[config.mk]
export PLATFORM = sky130hd
export DESIGN_NAME = axi_lite_slave_regfile_flat
export DESIGN_NICKNAME = d
export VERILOG_FILES = /design/src/rtl/axi_lite_slave_regfile_if.sv /design/src/rtl/axi_lite_slave_regfile.sv /design/src/flat_wrapper.sv
export SDC_FILE = /design/constraint.sdc
export NUM_CORES = 1
export LEC_CHECK = 0
export ABC_AREA = 1
export CAP_MARGIN = 20
export CORE_MARGIN = 4
export CORE_UTILIZATION = 48
export CTS_BUF_LIST = sky130_fd_sc_hd__clkbuf_8
export DETAILED_ROUTE_END_ITERATION = 8
export PLACE_DENSITY = 0.82
export SLEW_MARGIN = 20
export SYNTH_ARGS = -nofsm -noshare
export SYNTH_HDL_FRONTEND = slang
export SYNTH_SLANG_ARGS = --single-unit
[constraint.sdc]
create_clock -name ACLK -period 2.1 [get_ports ACLK]
set_clock_uncertainty 0.15 [all_clocks]
set_input_delay 0.315 -clock ACLK [delete_from_list [all_inputs] [get_ports ACLK]]
set_output_delay 0.315 -clock ACLK [all_outputs]
set_load 0.01 [all_outputs]
[src/rtl/axi_lite_slave_regfile_if.sv]
// AXI4-Lite bus bundle (4-bit address, 32-bit data) carrying the five channels
// between a host master and the axi_lite_slave_regfile register bank.
interface axi_lite_slave_regfile_if;
   logic [3:0]  AWADDR;
   logic        AWVALID;
   logic        AWREADY;
   logic [31:0] WDATA;
   logic        WVALID;
   logic        WREADY;
   logic [1:0]  BRESP;
   logic        BVALID;
   logic        BREADY;
   logic [3:0]  ARADDR;
   logic        ARVALID;
   logic        ARREADY;
   logic [31:0] RDATA;
   logic [1:0]  RRESP;
   logic        RVALID;
   logic        RREADY;

   modport slave (
      input  AWADDR, AWVALID, WDATA, WVALID, BREADY, ARADDR, ARVALID, RREADY,
      output AWREADY, WREADY, BRESP, BVALID, ARREADY, RDATA, RRESP, RVALID
   );

   modport master (
      output AWADDR, AWVALID, WDATA, WVALID, BREADY, ARADDR, ARVALID, RREADY,
      input  AWREADY, WREADY, BRESP, BVALID, ARREADY, RDATA, RRESP, RVALID
   );
endinterface

[src/rtl/axi_lite_slave_regfile.sv]
// AXI4-Lite slave with three R/W control words and one read-only status word.
// Optional macro AXIL_SLAVE_ADDR_CHECK_EN turns misaligned accesses into SLVERR.
module axi_lite_slave_regfile #(
   parameter logic [31:0] RESET_VAL = 32'h0000_0000
) (
   input  logic                           ACLK,
   input  logic                           ARESETn,
   axi_lite_slave_regfile_if.slave        axi,
   output logic [31:0]                    reg0_o,
   output logic [31:0]                    reg1_o,
   output logic [31:0]                    reg2_o,
   input  logic [31:0]                    status_i
);

   logic        aw_done_r;
   logic        w_done_r;
   logic [3:0]  awaddr_r;
   logic [31:0] wdata_r;
   logic        bvalid_r;
   logic [1:0]  bresp_r;
   logic        rvalid_r;
   logic [31:0] rdata_r;
   logic [1:0]  rresp_r;
   logic [31:0] reg0_r;
   logic [31:0] reg1_r;
   logic [31:0] reg2_r;

   logic        awready_s;
   logic        wready_s;
   logic        arready_s;
   logic        aw_hs_s;
   logic        w_hs_s;
   logic        ar_hs_s;
   logic        b_hs_s;
   logic        r_hs_s;
   logic        commit_s;
   logic        wr_err_s;
   logic        rd_err_s;
   logic [31:0] rd_word_s;

   // Ready generation and handshake/commit qualifiers
   always_comb begin
      awready_s = ARESETn & ~aw_done_r & ~bvalid_r;
      wready_s  = ARESETn & ~w_done_r  & ~bvalid_r;
      arready_s = ARESETn & ~rvalid_r;
      aw_hs_s   = axi.AWVALID & awready_s;
      w_hs_s    = axi.WVALID  & wready_s;
      ar_hs_s   = axi.ARVALID & arready_s;
      b_hs_s    = bvalid_r & axi.BREADY;
      r_hs_s    = rvalid_r & axi.RREADY;
      commit_s  = aw_done_r & w_done_r & ~bvalid_r;
   end

`ifdef AXIL_SLAVE_ADDR_CHECK_EN
   // Misalignment detection on the latched write address and live read address
   always_comb begin
      wr_err_s = (awaddr_r[1:0] != 2'b00);
      rd_err_s = (axi.ARADDR[1:0] != 2'b00);
   end
`else
   // Byte-offset bits are don't-care; every access completes OKAY
   always_comb begin
      wr_err_s = 1'b0;
      rd_err_s = 1'b0;
   end

   logic unused_s;
   assign unused_s = ^{awaddr_r[1:0], axi.ARADDR[1:0]};
`endif

   // Read word select; flop values here are pre-commit, so a same-edge read sees old data
   always_comb begin
      rd_word_s = 32'h0000_0000;
      case (axi.ARADDR[3:2])
         2'b00:   rd_word_s = reg0_r;
         2'b01:   rd_word_s = reg1_r;
         2'b10:   rd_word_s = reg2_r;
         2'b11:   rd_word_s = status_i;
         default: rd_word_s = 32'h0000_0000;
      endcase
   end

   // Write address/data capture and B channel
   always_ff @(posedge ACLK) begin
      if (!ARESETn) begin
         aw_done_r <= 1'b0;
         w_done_r  <= 1'b0;
         awaddr_r  <= 4'h0;
         wdata_r   <= 32'h0000_0000;
         bvalid_r  <= 1'b0;
         bresp_r   <= 2'b00;
      end else begin
         if (aw_hs_s) begin
            aw_done_r <= 1'b1;
            awaddr_r  <= axi.AWADDR;
         end else if (commit_s) begin
            aw_done_r <= 1'b0;
         end
         if (w_hs_s) begin
            w_done_r <= 1'b1;
            wdata_r  <= axi.WDATA;
         end else if (commit_s) begin
            w_done_r <= 1'b0;
         end
         if (commit_s) begin
            bvalid_r <= 1'b1;
            bresp_r  <= wr_err_s ? 2'b10 : 2'b00;
         end else if (b_hs_s) begin
            bvalid_r <= 1'b0;
         end
      end
   end

   // Register file update on commit; the status word ignores writes
   always_ff @(posedge ACLK) begin
      if (!ARESETn) begin
         reg0_r <= RESET_VAL;
         reg1_r <= RESET_VAL;
         reg2_r <= RESET_VAL;
      end else if (commit_s && !wr_err_s) begin
         case (awaddr_r[3:2])
            2'b00:   reg0_r <= wdata_r;
            2'b01:   reg1_r <= wdata_r;
            2'b10:   reg2_r <= wdata_r;
            default: reg0_r <= reg0_r;
         endcase
      end
   end

   // R channel: load on AR handshake, hold until R handshake
   always_ff @(posedge ACLK) begin
      if (!ARESETn) begin
         rvalid_r <= 1'b0;
         rdata_r  <= 32'h0000_0000;
         rresp_r  <= 2'b00;
      end else if (ar_hs_s) begin
         rvalid_r <= 1'b1;
         rdata_r  <= rd_err_s ? 32'h0000_0000 : rd_word_s;
         rresp_r  <= rd_err_s ? 2'b10 : 2'b00;
      end else if (r_hs_s) begin
         rvalid_r <= 1'b0;
      end
   end

   assign axi.AWREADY = awready_s;
   assign axi.WREADY  = wready_s;
   assign axi.BVALID  = bvalid_r;
   assign axi.BRESP   = bresp_r;
   assign axi.ARREADY = arready_s;
   assign axi.RVALID  = rvalid_r;
   assign axi.RDATA   = rdata_r;
   assign axi.RRESP   = rresp_r;
   assign reg0_o      = reg0_r;
   assign reg1_o      = reg1_r;
   assign reg2_o      = reg2_r;

endmodule

[src/flat_wrapper.sv]
// flat-port wrapper written by rule: the top's interface ports become plain ports
module axi_lite_slave_regfile_flat 
#(
   parameter logic [31:0] RESET_VAL = 32'h0000_0000
)
  (ACLK, ARESETn, reg0_o, reg1_o, reg2_o, status_i, axi_AWADDR, axi_AWVALID, axi_WDATA, axi_WVALID, axi_BREADY, axi_ARADDR, axi_ARVALID, axi_RREADY, axi_AWREADY, axi_WREADY, axi_BRESP, axi_BVALID, axi_ARREADY, axi_RDATA, axi_RRESP, axi_RVALID);
  axi_lite_slave_regfile_if axi_i ();
  input  logic ACLK;
  input  logic ARESETn;
  output logic [31:0] reg0_o;
  output logic [31:0] reg1_o;
  output logic [31:0] reg2_o;
  input  logic [31:0] status_i;
  input wire logic [$bits(axi_i.AWADDR)-1:0] axi_AWADDR;
  input wire logic [$bits(axi_i.AWVALID)-1:0] axi_AWVALID;
  input wire logic [$bits(axi_i.WDATA)-1:0] axi_WDATA;
  input wire logic [$bits(axi_i.WVALID)-1:0] axi_WVALID;
  input wire logic [$bits(axi_i.BREADY)-1:0] axi_BREADY;
  input wire logic [$bits(axi_i.ARADDR)-1:0] axi_ARADDR;
  input wire logic [$bits(axi_i.ARVALID)-1:0] axi_ARVALID;
  input wire logic [$bits(axi_i.RREADY)-1:0] axi_RREADY;
  output wire logic [$bits(axi_i.AWREADY)-1:0] axi_AWREADY;
  output wire logic [$bits(axi_i.WREADY)-1:0] axi_WREADY;
  output wire logic [$bits(axi_i.BRESP)-1:0] axi_BRESP;
  output wire logic [$bits(axi_i.BVALID)-1:0] axi_BVALID;
  output wire logic [$bits(axi_i.ARREADY)-1:0] axi_ARREADY;
  output wire logic [$bits(axi_i.RDATA)-1:0] axi_RDATA;
  output wire logic [$bits(axi_i.RRESP)-1:0] axi_RRESP;
  output wire logic [$bits(axi_i.RVALID)-1:0] axi_RVALID;
  assign axi_i.AWADDR = axi_AWADDR;
  assign axi_i.AWVALID = axi_AWVALID;
  assign axi_i.WDATA = axi_WDATA;
  assign axi_i.WVALID = axi_WVALID;
  assign axi_i.BREADY = axi_BREADY;
  assign axi_i.ARADDR = axi_ARADDR;
  assign axi_i.ARVALID = axi_ARVALID;
  assign axi_i.RREADY = axi_RREADY;
  assign axi_AWREADY = axi_i.AWREADY;
  assign axi_WREADY = axi_i.WREADY;
  assign axi_BRESP = axi_i.BRESP;
  assign axi_BVALID = axi_i.BVALID;
  assign axi_ARREADY = axi_i.ARREADY;
  assign axi_RDATA = axi_i.RDATA;
  assign axi_RRESP = axi_i.RRESP;
  assign axi_RVALID = axi_i.RVALID;
  axi_lite_slave_regfile #(.RESET_VAL(RESET_VAL)) u_core (.ACLK(ACLK), .ARESETn(ARESETn), .axi(axi_i), .reg0_o(reg0_o), .reg1_o(reg1_o), .reg2_o(reg2_o), .status_i(status_i));
endmodule
* After elaboration in Yosys (flattened, before gate mapping)
Cells that the tools add are included.
** Storage, ports and cells
- Register bits after elaboration :: 168
- Input port bits :: 79
- Output and inout bits :: 137
- Word-level logic and storage cells :: 48
** Cells by class
- Equal/unequal tests :: 5
- Multiplexer cells :: 8
- Bitwise gates (word level) :: 16
- Reductions and logical operators :: 9
** Operators with widths (number)
- $pmux W32 S4 :: 1
- $and A1 B1 Y1 :: 12
- $reduce_bool A2 Y1 :: 4
- $mux W1 :: 7
- $eq A2 B2 Y1 const B :: 3
- $reduce_and A2 Y1 :: 3
- $eq A2 B1 Y1 const B :: 2
- $logic_not A2 Y1 :: 2
- $not A1 Y1 :: 4

* Depth between registers and ports, before layout
- Depth after elaboration :: 5
- Depth in mapped cells :: 8
- Depth with buffers taken out :: 6

* Least setup slack after synthesis
OpenSTA, ideal clock, no wires.
- Path type :: reg-to-reg
- From :: reg u_core.bvalid_r, in the netlist u_core.axi.BVALID
- To :: reg u_core.reg0_r[23], in the netlist u_core.reg0_o[23]
- Setup time :: 113 ps
- Data arrival time :: 1228 ps
- Data required time :: 1837 ps
- Setup slack :: 609 ps
- Cell stages (with the launch flop) :: 8
- Path buffers :: 1
- Period minus slack after synthesis :: 1491 ps
- Cells stage by stage :: dfxtp_1 inv_1 nand3_4 nor3_4 buf_6 nand2_1 nand2_1 nor2_1
** On the way
- Cells in the longest elaborated chain, start to end :: 3
** Ends and longest elaborated chain
- start: declaration :: line axi_lite_slave_regfile.sv:19 : logic bvalid_r;
- start signal: assignment :: line axi_lite_slave_regfile.sv:90 : bvalid_r <= 1'b0;
- start signal: assignment :: line axi_lite_slave_regfile.sv:106 : bvalid_r <= 1'b1;
- start signal: assignment :: line axi_lite_slave_regfile.sv:109 : bvalid_r <= 1'b0;
- $not A1 Y1 :: line axi_lite_slave_regfile.sv:51 : commit_s = aw_done_r & w_done_r & ~bvalid_r;
- $and A1 B1 Y1 :: line axi_lite_slave_regfile.sv:51
- $reduce_and A2 Y1 (no line)
- end signal: assignment :: line axi_lite_slave_regfile.sv:122 : 2'b00: reg0_r <= wdata_r;
- end signal: assignment :: line axi_lite_slave_regfile.sv:125 : default: reg0_r <= reg0_r;
- end: declaration :: line axi_lite_slave_regfile.sv:24 : logic [31:0] reg0_r;
Every way passes these cells.
A chain may end at the register's enable or synchronous reset.

* Worst setup path after layout
- From :: reg u_core.rvalid_r, in the netlist u_core.axi.RVALID
- To :: out axi_ARREADY
** On the way
- Cells in the longest elaborated chain, start to end :: 2
** Ends and longest elaborated chain
- start: declaration :: line axi_lite_slave_regfile.sv:21 : logic rvalid_r;
- start signal: assignment :: line axi_lite_slave_regfile.sv:133 : rvalid_r <= 1'b0;
- start signal: assignment :: line axi_lite_slave_regfile.sv:137 : rvalid_r <= 1'b1;
- start signal: assignment :: line axi_lite_slave_regfile.sv:141 : rvalid_r <= 1'b0;
- $not A1 Y1 :: line axi_lite_slave_regfile.sv:45 : arready_s = ARESETn & ~rvalid_r;
- $and A1 B1 Y1 :: line axi_lite_slave_regfile.sv:45
- end: declaration :: line flat_wrapper.sv:26 : output wire logic [$bits(axi_i.ARREADY)-1:0] axi_ARREADY;
Every way passes these cells.

==> metrics <==
final worst path period need around 2000 ps; headroom to the max-slew limit between 60% and 70%; buffers from clock root to sink, at most 2; die span in y roughly 130 µm; detail-routed net length per standard cell between 10 and 15 µm; global-route wire length before repair 31.34 mm; vias post-DR 6862; critical path required time 1630 ps; area added between synthesis and finish 37.31%; Sw Share about a quarter; Synth Cell Area approximately 0.007 mm²; largest net degree at the start of global routing 138; Worst Tran Pin Value approximately 530 ps; Die Area 0.01647 mm²; CP Capture Type primary output; weighted congestion reported at the end of routability-driven placement 0.8715; Critical Setup Path Class flop to primary output; number of antenna violations at the first check in global routing 0; leakage power of the design approximately 0.0038 µW; share of total power in the clock network between 30% and 40%; family with the most delay on the worst path buffers and inverters; remaining number of nets flagged by the antenna check after routing 0; clock latency of the later-clocked register in the worst-skew pair 460 ps; Worst R2R Start u_core.awaddr_r[3]$_SDFFE_PN0P_; flip-flop and latch count after synthesis between 150 and 200; Max FO, Critical Path 3; vias in the first global route between 6000 and 7000; Setup Total Neg Slack 0 ps; detailed-routing iteration count for the pre-antenna-repair pass 5; number of cells produced by synthesis 980; total core area ~0.014 mm²; post-detailed-routing wire length 20.07 mm; clock slew at the register clock pins of the worst setup and hold paths approximately 90 ps; total power of the final layout between 6000 and 7000 µW; total global routing overflow 0; maximum clock frequency 509.2 MHz; root buffer cell sky130_fd_sc_hd__clkbuf_8; H-tree depth 4; post-synthesis sequential area ratio approximately 48%; final HPWL from detailed placement around 13 mm; worst min-delay path startpoint axi_ARADDR[3]; CTS tree done; CTS Hold Buffers Added 0; path class of the lowest-slack min-delay path primary input to flop; arrival time at the worst endpoint roughly 1500 ps; port bufs 207; Crit path buffers/inverters 1; n_diodes 0; startpoint class of the critical path flop; total of max-cap violations 0; Critical Path Source u_core.axi.RVALID$_SDFFE_PN0P_; combinational share of power roughly an eighth; cells traversed along the worst timing path nor2_2 -> clkdlybuf4s50_1; outcome finished, final reports clean; power density normalized to cell area a little under 700 mW/mm²; fraction of layout instances using a drive strength above 1 under 10%; portion of the clock cycle consumed by the worst path in the final layout between 90% and 100%; DRC errors left 0; global routing usage summed across all routing layers about a quarter; delay of the slowest critical-path stage 550 ps; Avg Inst Size Synth roughly 7.1 µm²; cell type of the slowest stage on the worst timing path sky130_fd_sc_hd__clkdlybuf4s50_1; number of hold violations in the final report 0; Cell Rows between 40 and 50; number of sinks on the clock net between 150 and 200; number of buffers inserted during clock tree synthesis 17; max-slew violation count 0; net switching power of the design ~1600 µW; number of nets in the layout 1235; part of the total power dissipated in sequential elements a little over 50%; Detailed Route Iter0 Violations 463; Setup violations, final 0; number of vias per cell roughly 5; RSZ-0062 raised after global routing false; DIE WIDTH 128.3 µm; post-CTS setup buffer count 0; Power Internal 4888 µW; Top Ports around 220; initial standard-cell utilization of the core 49.49%; largest vdd supply drop around 460 µV; count of yosys warnings during synthesis 0; count of distinct cell types in the synthesized netlist 20
[power by group through the flow]
stage	registers (µW)	clock network, µW	logic, µW
4_1_cts	3300	2440	797
2_1_floorplan	3380	0	408
5_1_grt	3310	2570	877
3_3_place_gp	3370	0	781
3_5_place_dp	3370	0	794
6_report	3300	2390	795
[tightest hold or removal path, cell delays in order]
cell and delay [ps]:
sky130_fd_sc_hd__buf_2 150, sky130_fd_sc_hd__nand3_1 90, sky130_fd_sc_hd__nand3_1 80, sky130_fd_sc_hd__nand2_1 60
sky130_fd_sc_hd__a21oi_1 50
[state kept, by name, summed over array words and instances, names as in the netlist]
signal	flops
u_core.reg1_o	32
u_core.axi.RVALID	1
u_core.reg2_o	32
u_core.axi.RDATA	32
u_core.reg0_o	32
u_core.awaddr_r	2
u_core.axi.BVALID	1
u_core.wdata_r	32
u_core.w_done_r	1
u_core.aw_done_r	1
[per-layer routing]
metal / share of wire, % / up-vias / GRT usage (%)
met5: 0 / - / 0
met3: 7.4 / 50 / 5.792
met4: 3.2 / 0 / 10.61
met2: 46 / 233 / 39.01
li1: - / 3466 / -
met1: 44 / 3113 / 30.15
[worst paths after layout]
check | endpoint | slack [ps] | cells past startpoint
setup reg to reg | u_core.reg2_o[15]$_SDFFE_PN0P_ | 480 | 5
hold reg to reg | u_core.axi.RDATA[31]$_SDFFE_PN0P_ | 320 | 2
setup / recovery | axi_ARREADY | 140 | 2
hold / removal | u_core.axi.RDATA[31]$_SDFFE_PN0P_ | 200 | 5
[timing repair]
| item | 4_1_cts | 5_1_grt |
|---|---|---|
| hold endpoints to repair | 0 | 0 |
| endpoints found under the setup margin | 1 | 1 |
| resized for setup | 1 | 2 |
[through the flow]
step | instances | hold slack [ps] | utilization, % | instance area, µm² | setup slack (ps)
floorplan | 983 | 276.0 | - | 6960 | 609.1
global placement | 1317 | 302.2 | 64.90 | 9114 | 66.69
detailed placement | 1317 | 306.3 | 64.90 | 9114 | 27.19
CTS | 1349 | 174.0 | 67.91 | 9537 | 4.401
global route | 1349 | 216.3 | 67.95 | 9542 | 75.41
finish | 1349 | 195.8 | 67.95 | 9542 | 136.0
[logic make-up after synthesis]
| kind of cell | count (synthesis) | share of synthesized area, % |
|---|---|---|
| other cells | 1 | 0.05396 |
| simple gates | 506 | 29.26 |
| flops | 166 | 47.82 |
| buf+inv | 113 | 7.958 |
| compound gates | 194 | 14.91 |
[layout make-up]
cell class                      count  area [µm²]
Clock inverter                      8       93.84
Multi-Input combinational cell    704        3094
Sequential cell                   166        3323
Timing Repair Buffer              226        2321
Clock buffer                       24       330.3
Tap cell                          180       225.2
Fill cell                        1214        4501
Inverter                           41       153.9
[cells in the final DEF (no fill, tap or decap), types with 3 or more instances in the layout]
master and count:
sky130_fd_sc_hd__clkdlybuf4s50_1 203, sky130_fd_sc_hd__nand3_1 65, sky130_fd_sc_hd__conb_1 4, sky130_fd_sc_hd__clkinv_2 3, sky130_fd_sc_hd__o21bai_1 26, sky130_fd_sc_hd__buf_12 9
sky130_fd_sc_hd__a21oi_1 95, sky130_fd_sc_hd__clkbuf_8 24, sky130_fd_sc_hd__nor2_1 196, sky130_fd_sc_hd__dfxtp_1 166, sky130_fd_sc_hd__o21ai_0 73, sky130_fd_sc_hd__inv_1 40
sky130_fd_sc_hd__buf_4 11, sky130_fd_sc_hd__nand2_1 236
[synth_stat cells]
library cell / count / area share (%)
sky130_fd_sc_hd__nor2_4: 1 / 0.16
sky130_fd_sc_hd__dfxtp_1: 166 / 48
sky130_fd_sc_hd__nand2_1: 237 / 13
sky130_fd_sc_hd__o21bai_1: 26 / 2.8
sky130_fd_sc_hd__buf_6: 12 / 1.9
sky130_fd_sc_hd__clkbuf_1: 29 / 1.6
sky130_fd_sc_hd__inv_1: 39 / 2.1
sky130_fd_sc_hd__o21ai_0: 73 / 5.3
sky130_fd_sc_hd__buf_1: 8 / 0.43
sky130_fd_sc_hd__nor3_4: 2 / 0.47
sky130_fd_sc_hd__or2_2: 1 / 0.090
sky130_fd_sc_hd__conb_1: 1 / 0.054
sky130_fd_sc_hd__nor2_1: 197 / 11
sky130_fd_sc_hd__buf_4: 4 / 0.43
sky130_fd_sc_hd__nor2_2: 1 / 0.090
sky130_fd_sc_hd__nand3_1: 66 / 4.8
sky130_fd_sc_hd__nand3_4: 1 / 0.25
sky130_fd_sc_hd__buf_2: 19 / 1.4
sky130_fd_sc_hd__a21oi_1: 95 / 6.8
sky130_fd_sc_hd__inv_2: 2 / 0.11
Power figures use the tool's default switching activity.
